==> config.mk <==
export PLATFORM = sky130hd
export DESIGN_NAME = pipeline_ctrl_flat
export DESIGN_NICKNAME = d
export VERILOG_FILES = /design/src/rtl/pipeline_ctrl_if.sv /design/src/rtl/pipeline_ctrl.sv /design/src/flat_wrapper.sv
export SDC_FILE = /design/constraint.sdc
export NUM_CORES = 1
export LEC_CHECK = 0
export ABC_AREA = 1
export CORE_MARGIN = 2
export CORE_UTILIZATION = 52
export DETAILED_ROUTE_END_ITERATION = 10
export GPL_ROUTABILITY_DRIVEN = 0
export PLACE_DENSITY = 0.88
export SLEW_MARGIN = 20
export SYNTH_ARGS = -nofsm -noshare
export SYNTH_HDL_FRONTEND = slang
export SYNTH_SLANG_ARGS = --single-unit
==> constraint.sdc <==
create_clock -name clk -period 3.5 [get_ports clk]
set_input_delay 0.7 -clock clk [delete_from_list [all_inputs] [get_ports clk]]
set_output_delay 0.7 -clock clk [all_outputs]
set_load 0.005 [all_outputs]
==> src/rtl/pipeline_ctrl_if.sv <==
// rtl/pipeline_ctrl_if.sv - pipeline hazard controller stage/status bundle
interface pipeline_ctrl_if;
  logic       decode_valid_in;
  logic [8:0] decode_rs1_in;
  logic [8:0] decode_rs2_in;
  logic       decode_rs1_read_in;
  logic       decode_rs2_read_in;
  logic       execute_valid_in;
  logic       execute_mem_read_in;
  logic [8:0] execute_rd_in;
  logic       mem_valid_in;
  logic       mem_mispredict_in;
  logic       mem_fence_in;
  logic       store_buffer_empty_in;
  logic       dmem_busy_in;
  logic       fetch_stall_out;
  logic       decode_stall_out;
  logic       execute_stall_out;
  logic       mem_stall_out;
  logic       decode_flush_out;
  logic       execute_flush_out;
  logic [1:0] state_out;
  logic [31:0] stall_cycles_out;
  logic [31:0] flush_count_out;

  // pipeline side: drives stage status, receives stall/flush controls
  modport master (
    output decode_valid_in, decode_rs1_in, decode_rs2_in,
           decode_rs1_read_in, decode_rs2_read_in,
           execute_valid_in, execute_mem_read_in, execute_rd_in,
           mem_valid_in, mem_mispredict_in, mem_fence_in,
           store_buffer_empty_in, dmem_busy_in,
    input  fetch_stall_out, decode_stall_out, execute_stall_out, mem_stall_out,
           decode_flush_out, execute_flush_out, state_out,
           stall_cycles_out, flush_count_out
  );

  // controller side
  modport slave (
    input  decode_valid_in, decode_rs1_in, decode_rs2_in,
           decode_rs1_read_in, decode_rs2_read_in,
           execute_valid_in, execute_mem_read_in, execute_rd_in,
           mem_valid_in, mem_mispredict_in, mem_fence_in,
           store_buffer_empty_in, dmem_busy_in,
    output fetch_stall_out, decode_stall_out, execute_stall_out, mem_stall_out,
           decode_flush_out, execute_flush_out, state_out,
           stall_cycles_out, flush_count_out
  );
endinterface

==> src/rtl/pipeline_ctrl.sv <==
// rtl/pipeline_ctrl.sv - load-use / mispredict / fence / dmem-busy stall and flush controller
module pipeline_ctrl (
  input  logic             clk,
  input  logic             reset,
  pipeline_ctrl_if.slave   bus
);

  localparam logic [1:0] ST_RUN      = 2'd0;
  localparam logic [1:0] ST_REDIRECT = 2'd1;
  localparam logic [1:0] ST_FENCE    = 2'd2;

  logic [1:0]  r_state;
  logic [1:0]  w_next_state;
  logic [31:0] r_stall_cycles;
  logic [31:0] r_flush_count;
  logic        w_load_use;
  logic        w_mispredict;
  logic        w_fence_entry;
  logic [3:0]  w_stall;   // {fetch, decode, execute, mem}
  logic [1:0]  w_flush;   // {decode, execute}

  assign w_load_use = bus.execute_valid_in & bus.execute_mem_read_in & (|bus.execute_rd_in) &
                      bus.decode_valid_in &
                      ((bus.decode_rs1_read_in & (bus.decode_rs1_in == bus.execute_rd_in)) |
                       (bus.decode_rs2_read_in & (bus.decode_rs2_in == bus.execute_rd_in)));

  assign w_mispredict  = bus.mem_valid_in & bus.mem_mispredict_in & ~bus.dmem_busy_in;

  assign w_fence_entry = (r_state == ST_RUN) & bus.mem_valid_in & bus.mem_fence_in &
                         ~bus.store_buffer_empty_in & ~w_mispredict & ~bus.dmem_busy_in;

  // stall/flush decode: reset silences everything, then busy > mispredict > state behaviour
  always_comb begin
    w_stall = 4'b0000;
    w_flush = 2'b00;
    if (reset) begin
      w_stall = 4'b0000;
    end else if (bus.dmem_busy_in) begin
      w_stall = 4'b1111;
    end else if (w_mispredict) begin
      w_flush = 2'b11;
    end else begin
      case (r_state)
        ST_FENCE:    w_stall = bus.store_buffer_empty_in ? 4'b0000 : 4'b1111;
        ST_REDIRECT: w_flush = 2'b10;
        default: begin
          // RUN and the unreachable encoding both behave as RUN
          if (w_load_use) begin
            w_stall = 4'b1100;
            w_flush = 2'b01;
          end
        end
      endcase
    end
  end

  // next-state selection; a busy memory freezes the FSM except for the illegal encoding
  always_comb begin
    w_next_state = ST_RUN;
    if (bus.dmem_busy_in) begin
      w_next_state = (r_state == 2'd3) ? ST_RUN : r_state;
    end else if (w_mispredict) begin
      w_next_state = ST_REDIRECT;
    end else begin
      case (r_state)
        ST_FENCE: w_next_state = bus.store_buffer_empty_in ? ST_RUN : ST_FENCE;
        ST_RUN:   w_next_state = w_fence_entry ? ST_FENCE : ST_RUN;
        default:  w_next_state = ST_RUN;
      endcase
    end
  end

  // state register
  always_ff @(posedge clk or posedge reset) begin
    if (reset) r_state <= ST_RUN;
    else       r_state <= w_next_state;
  end

  // saturating performance counters
  always_ff @(posedge clk or posedge reset) begin
    if (reset) begin
      r_stall_cycles <= 32'd0;
      r_flush_count  <= 32'd0;
    end else begin
      if ((|w_stall) && (r_stall_cycles != 32'hFFFF_FFFF))
        r_stall_cycles <= r_stall_cycles + 32'd1;
      if (w_mispredict && (r_flush_count != 32'hFFFF_FFFF))
        r_flush_count <= r_flush_count + 32'd1;
    end
  end

  assign bus.fetch_stall_out   = w_stall[3];
  assign bus.decode_stall_out  = w_stall[2];
  assign bus.execute_stall_out = w_stall[1];
  assign bus.mem_stall_out     = w_stall[0];
  assign bus.decode_flush_out  = w_flush[1];
  assign bus.execute_flush_out = w_flush[0];
  assign bus.state_out         = reset ? ST_RUN : r_state;
  assign bus.stall_cycles_out  = r_stall_cycles;
  assign bus.flush_count_out   = r_flush_count;

endmodule

==> src/flat_wrapper.sv <==
// flat-port wrapper written by rule: the top's interface ports become plain ports
module pipeline_ctrl_flat 
  (clk, reset, bus_decode_valid_in, bus_decode_rs1_in, bus_decode_rs2_in, bus_decode_rs1_read_in, bus_decode_rs2_read_in, bus_execute_valid_in, bus_execute_mem_read_in, bus_execute_rd_in, bus_mem_valid_in, bus_mem_mispredict_in, bus_mem_fence_in, bus_store_buffer_empty_in, bus_dmem_busy_in, bus_fetch_stall_out, bus_decode_stall_out, bus_execute_stall_out, bus_mem_stall_out, bus_decode_flush_out, bus_execute_flush_out, bus_state_out, bus_stall_cycles_out, bus_flush_count_out);
  pipeline_ctrl_if bus_i ();
  input  logic clk;
  input  logic reset;
  input wire logic [$bits(bus_i.decode_valid_in)-1:0] bus_decode_valid_in;
  input wire logic [$bits(bus_i.decode_rs1_in)-1:0] bus_decode_rs1_in;
  input wire logic [$bits(bus_i.decode_rs2_in)-1:0] bus_decode_rs2_in;
  input wire logic [$bits(bus_i.decode_rs1_read_in)-1:0] bus_decode_rs1_read_in;
  input wire logic [$bits(bus_i.decode_rs2_read_in)-1:0] bus_decode_rs2_read_in;
  input wire logic [$bits(bus_i.execute_valid_in)-1:0] bus_execute_valid_in;
  input wire logic [$bits(bus_i.execute_mem_read_in)-1:0] bus_execute_mem_read_in;
  input wire logic [$bits(bus_i.execute_rd_in)-1:0] bus_execute_rd_in;
  input wire logic [$bits(bus_i.mem_valid_in)-1:0] bus_mem_valid_in;
  input wire logic [$bits(bus_i.mem_mispredict_in)-1:0] bus_mem_mispredict_in;
  input wire logic [$bits(bus_i.mem_fence_in)-1:0] bus_mem_fence_in;
  input wire logic [$bits(bus_i.store_buffer_empty_in)-1:0] bus_store_buffer_empty_in;
  input wire logic [$bits(bus_i.dmem_busy_in)-1:0] bus_dmem_busy_in;
  output wire logic [$bits(bus_i.fetch_stall_out)-1:0] bus_fetch_stall_out;
  output wire logic [$bits(bus_i.decode_stall_out)-1:0] bus_decode_stall_out;
  output wire logic [$bits(bus_i.execute_stall_out)-1:0] bus_execute_stall_out;
  output wire logic [$bits(bus_i.mem_stall_out)-1:0] bus_mem_stall_out;
  output wire logic [$bits(bus_i.decode_flush_out)-1:0] bus_decode_flush_out;
  output wire logic [$bits(bus_i.execute_flush_out)-1:0] bus_execute_flush_out;
  output wire logic [$bits(bus_i.state_out)-1:0] bus_state_out;
  output wire logic [$bits(bus_i.stall_cycles_out)-1:0] bus_stall_cycles_out;
  output wire logic [$bits(bus_i.flush_count_out)-1:0] bus_flush_count_out;
  assign bus_i.decode_valid_in = bus_decode_valid_in;
  assign bus_i.decode_rs1_in = bus_decode_rs1_in;
  assign bus_i.decode_rs2_in = bus_decode_rs2_in;
  assign bus_i.decode_rs1_read_in = bus_decode_rs1_read_in;
  assign bus_i.decode_rs2_read_in = bus_decode_rs2_read_in;
  assign bus_i.execute_valid_in = bus_execute_valid_in;
  assign bus_i.execute_mem_read_in = bus_execute_mem_read_in;
  assign bus_i.execute_rd_in = bus_execute_rd_in;
  assign bus_i.mem_valid_in = bus_mem_valid_in;
  assign bus_i.mem_mispredict_in = bus_mem_mispredict_in;
  assign bus_i.mem_fence_in = bus_mem_fence_in;
  assign bus_i.store_buffer_empty_in = bus_store_buffer_empty_in;
  assign bus_i.dmem_busy_in = bus_dmem_busy_in;
  assign bus_fetch_stall_out = bus_i.fetch_stall_out;
  assign bus_decode_stall_out = bus_i.decode_stall_out;
  assign bus_execute_stall_out = bus_i.execute_stall_out;
  assign bus_mem_stall_out = bus_i.mem_stall_out;
  assign bus_decode_flush_out = bus_i.decode_flush_out;
  assign bus_execute_flush_out = bus_i.execute_flush_out;
  assign bus_state_out = bus_i.state_out;
  assign bus_stall_cycles_out = bus_i.stall_cycles_out;
  assign bus_flush_count_out = bus_i.flush_count_out;
  pipeline_ctrl u_core (.clk(clk), .reset(reset), .bus(bus_i));
endmodule
Word level (Yosys, flattened, before mapping)
Cells that the tools add are included.
{"block": "word_totals", "register_bits": 66, "in_bits": 39, "out_inout_bits": 72, "word_cells": 53}
{"block": "classes", "addsub": 2, "eq_ne": 8, "mux": 18, "n_bitwise": 17, "n_reduce_logical": 5}
{"operator": "adder 32 x 1 -> 32 bit, second input constant", "count": 2}
{"operator": "inequality test 32 bit, second input constant", "count": 2}
{"operator": "2-to-1 mux 4 bit", "count": 5}
{"operator": "== test 9 bit", "count": 2}
{"operator": "2-to-1 mux 2 bit", "count": 9}
{"operator": "bitwise AND 1 bit", "count": 13}
{"operator": "OR reduction 9 bit", "count": 1}
{"operator": "one-hot mux 2 bit (2 select lines)", "count": 2}
{"operator": "one-hot mux 4 bit (2 select lines)", "count": 1}
{"operator": "== test 2 bit, second input constant", "count": 2}
{"operator": "OR reduction 4 bit", "count": 1}
{"operator": "inverter 1 bit", "count": 3}
{"operator": "== test 2 x 1 -> 1 bit, second input constant", "count": 1}
{"operator": "logical AND 1 bit", "count": 2}
{"operator": "logical NOT 2 bit", "count": 1}
{"operator": "inequality test 2 x 1 -> 1 bit, second input constant", "count": 1}
{"operator": "2-to-1 mux 1 bit", "count": 1}
{"operator": "OR 1 bit", "count": 1}

Logic depth before layout (Yosys ltp)
{"block": "depth", "depth_word": 11, "depth_mapped": 14, "ltp_nobuf": 13}

Least setup slack after synthesis
Ideal clock, no wire load.
{"block": "synth_path", "path_kind": "input to output", "from": "in reset", "to": "out bus_decode_flush_out", "arrival_time_ns": 2.417, "required_ns": 2.800, "slack_ns": 0.383, "cell_stages": 3, "path_cell_list": "inv_1 -> o211ai_1 -> inv_1"}
{"block": "synth_via", "elab_chain_cells": 1}
{"item": "from (decl)", "line": "flat_wrapper.sv:6", "text": "input logic reset;"}
{"item": "2-to-1 mux 2 bit", "line": "pipeline_ctrl.sv:36", "text": "if (reset) begin"}
{"item": "to (decl)", "line": "flat_wrapper.sv:24", "text": "output wire logic [$bits(bus_i.decode_flush_out)-1:0] bus_decode_flush_out;"}
Every way passes these cells.

Worst setup path after layout
{"block": "layout_path", "from": "in bus_execute_rd_in[1]", "to": "out bus_decode_stall_out"}
{"block": "layout_via", "elab_chain_cells": 9, "word_cells_on_any_way": 14, "cone_classes": "eq/ne: 2; mux: 5; bitwise: 6; reduce/logical: 1"}
{"item": "from (decl)", "line": "flat_wrapper.sv:14", "text": "input wire logic [$bits(bus_i.execute_rd_in)-1:0] bus_execute_rd_in;"}
{"item": "== test 9 bit, or another cell as far along", "line": "pipeline_ctrl.sv:24", "text": "((bus.decode_rs1_read_in & (bus.decode_rs1_in == bus.execute_rd_in)) |"}
{"item": "bitwise AND 1 bit, on equally long branches", "line": "pipeline_ctrl.sv:24, pipeline_ctrl.sv:22, pipeline_ctrl.sv:25"}
{"item": "OR 1 bit or bitwise AND 1 bit (tied branches)", "line": "pipeline_ctrl.sv:24, pipeline_ctrl.sv:22"}
{"item": "bitwise AND 1 bit (*)", "line": "pipeline_ctrl.sv:23", "text": "bus.decode_valid_in &"}
{"item": "2-to-1 mux 4 bit (*)", "line": "pipeline_ctrl.sv:48", "text": "if (w_load_use) begin"}
{"item": "one-hot mux 4 bit (2 select lines) (*)", "line": "pipeline_ctrl.sv:43", "text": "case (r_state)"}
{"item": "2-to-1 mux 4 bit (*)", "line": "pipeline_ctrl.sv:40", "text": "end else if (w_mispredict) begin"}
{"item": "2-to-1 mux 4 bit (*)", "line": "pipeline_ctrl.sv:38", "text": "end else if (bus.dmem_busy_in) begin"}
{"item": "2-to-1 mux 4 bit (*)", "line": "pipeline_ctrl.sv:36"}
{"item": "to (decl)", "line": "flat_wrapper.sv:21", "text": "output wire logic [$bits(bus_i.decode_stall_out)-1:0] bus_decode_stall_out;"}
Mark *: on every way between the ends. The rest lies on a longest branch, timed or not.

==> flow_summary.toml <==
[layout]
fin_area_um2 = 6377
num-fill-cells = 803
final_cells = 988
final_cell_mix = "nand2_1, clkdlybuf4s50_1, inv_1"
multi_input_area_um2 = 2895
n_antenna_cell = 0
seqCellArea_um2 = 1652
final_common_cell = "nand2_1"
finish.utilization_pct = 68.69
synthToLayoutAreaGrowth_pct = 28.00
fin_nets = 899
layout-drive-gt1-share_pct = 7.334

[floorplan]
rows = 35
core_um2 = 9284
io_pins = 111
chipWidth_um = 101.9
fp.dieH_um = 101.9
die_area_um2 = 10380
initial_core_util_pct = 53.67

[clock_tree]
cts_setup_buffers = 0
worstSkewPairLatency_ns = 0.34
cts_buffer_depth = 2
cts_resized = 0
cts_tree = "built"
clk_pin_slew_ns = 0.08
cts.htree.levels = 3
clock_sinks = 66
postCtsHoldBufs = 0
cts-root-buf = "clkbuf_8"
cts_buffers = 9

[synth]
synth_cell_types = 37
yosysWarnings = 0
syn-num-nets = 791
avgSynthCellArea_um2 = 6.679
synth-seq-cells = 66
yosys_most_used_dff = "dfrtp_1"
synthCells = 746
netlist_area_um2 = 4982
synth_edf_count = 0
yosysSeqAreaShare_pct = 33.15
async_flop_share_pct = 100.0

[sta]
rsz0062_at_grt = "no"
slew_viol_final = 0
hold_ws_ns = 0.5598
min_period_ns = 3.305
skew_ns = 0.01443
relSlewSlack_pct = 44.49
setup_violations = 0
fin_tns_setup_ns = 0
tightestPinTransition_ns = 0.8327
fin_crit_sh_pct = 94.42
hold_violations = 0
fmax_ghz = 0.3026

[global_route]
grt_max_degree = 67
track_usage_pct = 26.15
grt_pass1_vias = 4700
grt_antenna_before_repair = 0
grt_pass1_wl_um = 21660
grt-ovfl-total = 0

[routing]
viasPerCell = 5.233
drt-total-wl_um = 13190
drc_errors = 0
drt_pass1_iterations = 8
antenna_left = 0
dr.first_iter.drc_count = 335
wl_per_cell_um = 13.35
vias = 5170

[power_and_ir_drop]
power.density_nw_per_um2 = 350.6
p_leak_nw = 2.999
vdd_drop_max_mv = 0.2601

[worst_setup_path]
crit_fanout = 7
r2r_slack_ns = 1.23
cpMostUsedCell = "nand2_1"
cp-start-kind = "input pin"
critPathMaxStageDelay_ns = 0.61
path_cells = "clkdlybuf4s50_1, inv_1, nand2_1, nand2_1, nor2_1, nand2_1, nor2_1, nand2_1, nand2_1, nand3_1, nand2_1, clkdlybuf4s50_1"
cp-end-kind = "output port"
critPathKind = "input pin to output port"
cp_slowest_cell = "clkdlybuf4s50_1"
cp.required_ns = 2.80
worstPathArrival_ns = 2.60

[place]
numPortBuffers = 110
dp_hpwl_um = 9974
placed_cell_area_um2 = 6150
dpl.cell_count = 972

[min_path]
hold_class = "register to register"

[run_status]
status = "finished, final reports clean"

[run]
maxCapViolations = 0
-- path summary, 6_finish.rpt --
check,from,end,cells past startpoint
worst max-delay path,bus_execute_rd_in[1],bus_decode_stall_out,12
worst min-delay path,u_core.bus.stall_cycles_out[20],u_core.bus.stall_cycles_out[20],2
worst max register to register,u_core.bus.stall_cycles_out[1],u_core.bus.stall_cycles_out[7],9
worst min register to register,u_core.bus.stall_cycles_out[20],u_core.bus.stall_cycles_out[20],2
max in group asynchronous,reset,u_core.bus.flush_count_out[26],3
min in group asynchronous,reset,u_core.bus.flush_count_out[17],3
-- cell families after synthesis --
logic type | Yosys count | share of synthesized area [%]
AO/OA/AOI/OAI | 29 | 4.194
AND/OR/NAND/NOR | 496 | 43.62
XOR/XNOR | 50 | 8.790
adder cells (fa/ha/maj) | 6 | 1.507
flip-flops | 66 | 33.15
buffers and inverters | 99 | 8.739
-- worst max-delay path, delay by kind of cell --
family	cells	cell delay [ns]
buffers and inverters	3	1.21
and+or+nand+nor	9	0.69
-- sequential cells by signal, indices dropped and copies added (netlist names) --
name and cells:
u_core.bus.flush_count_out 32, u_core.bus.stall_cycles_out 32, u_core.r_state 2
-- routing by layer --
layer / global-route usage [%] / wire length, um / up-vias
li1: - / - / 2580
met1: 35.04 / 5507 / 2312
met2: 42.61 / 6291 / 245
met3: 4.856 / 1096 / 33
met4: 9.333 / 295 / 0
met5: 0 / 0 / -
-- through the flow --
| stage | power, mW | setup slack, ns |
|---|---|---|
| 6_report | 2.236 | 0.1954 |
| 5_1_grt | 2.365 | 0.003597 |
| 4_1_cts | 2.247 | 0.1620 |
| 3_5_place_dp | 1.516 | 0.1742 |
| 3_3_place_gp | 1.500 | 0.1912 |
| 2_1_floorplan | 1.240 | 0.3829 |
-- cell usage after synthesis, types with 2 or more instances --
library cell,number,area (um^2)
and3_1,3,18.77
o211ai_1,2,15.01
nand3_4,2,35.03
nor3_1,26,130.1
ha_1,6,75.07
o21ai_2,13,113.9
o21ai_0,5,25.02
nor3_2,3,30.03
a21oi_1,5,25.02
dfrtp_1,66,1652
buf_6,4,45.04
nor2_1,70,262.8
nand3b_1,3,22.52
nand2_1,285,1070
nand4_1,13,81.33
xnor2_1,15,131.4
buf_2,7,35.03
nor4_1,7,43.79
nand2_2,7,43.79
inv_2,8,30.03
xor2_1,35,306.5
inv_1,73,274.0
nand3_1,69,345.3
buf_4,6,45.04
-- where the power goes --
group          internal [mW]  switching (mW)
clock network          0.422           0.314
registers              0.836           0.113
logic                  0.281           0.270
total                   1.54           0.697
-- layout make-up --
cell class,instances,share of cell area [%]
inverter,82,4.866
clock buffer,10,2.158
multi-input combinational,581,45.40
timing repair buffer,114,17.74
sequential,66,25.90
clock inverter,6,1.413
tap,129,2.531
No activity file was read; power rests on OpenSTA's default activity.
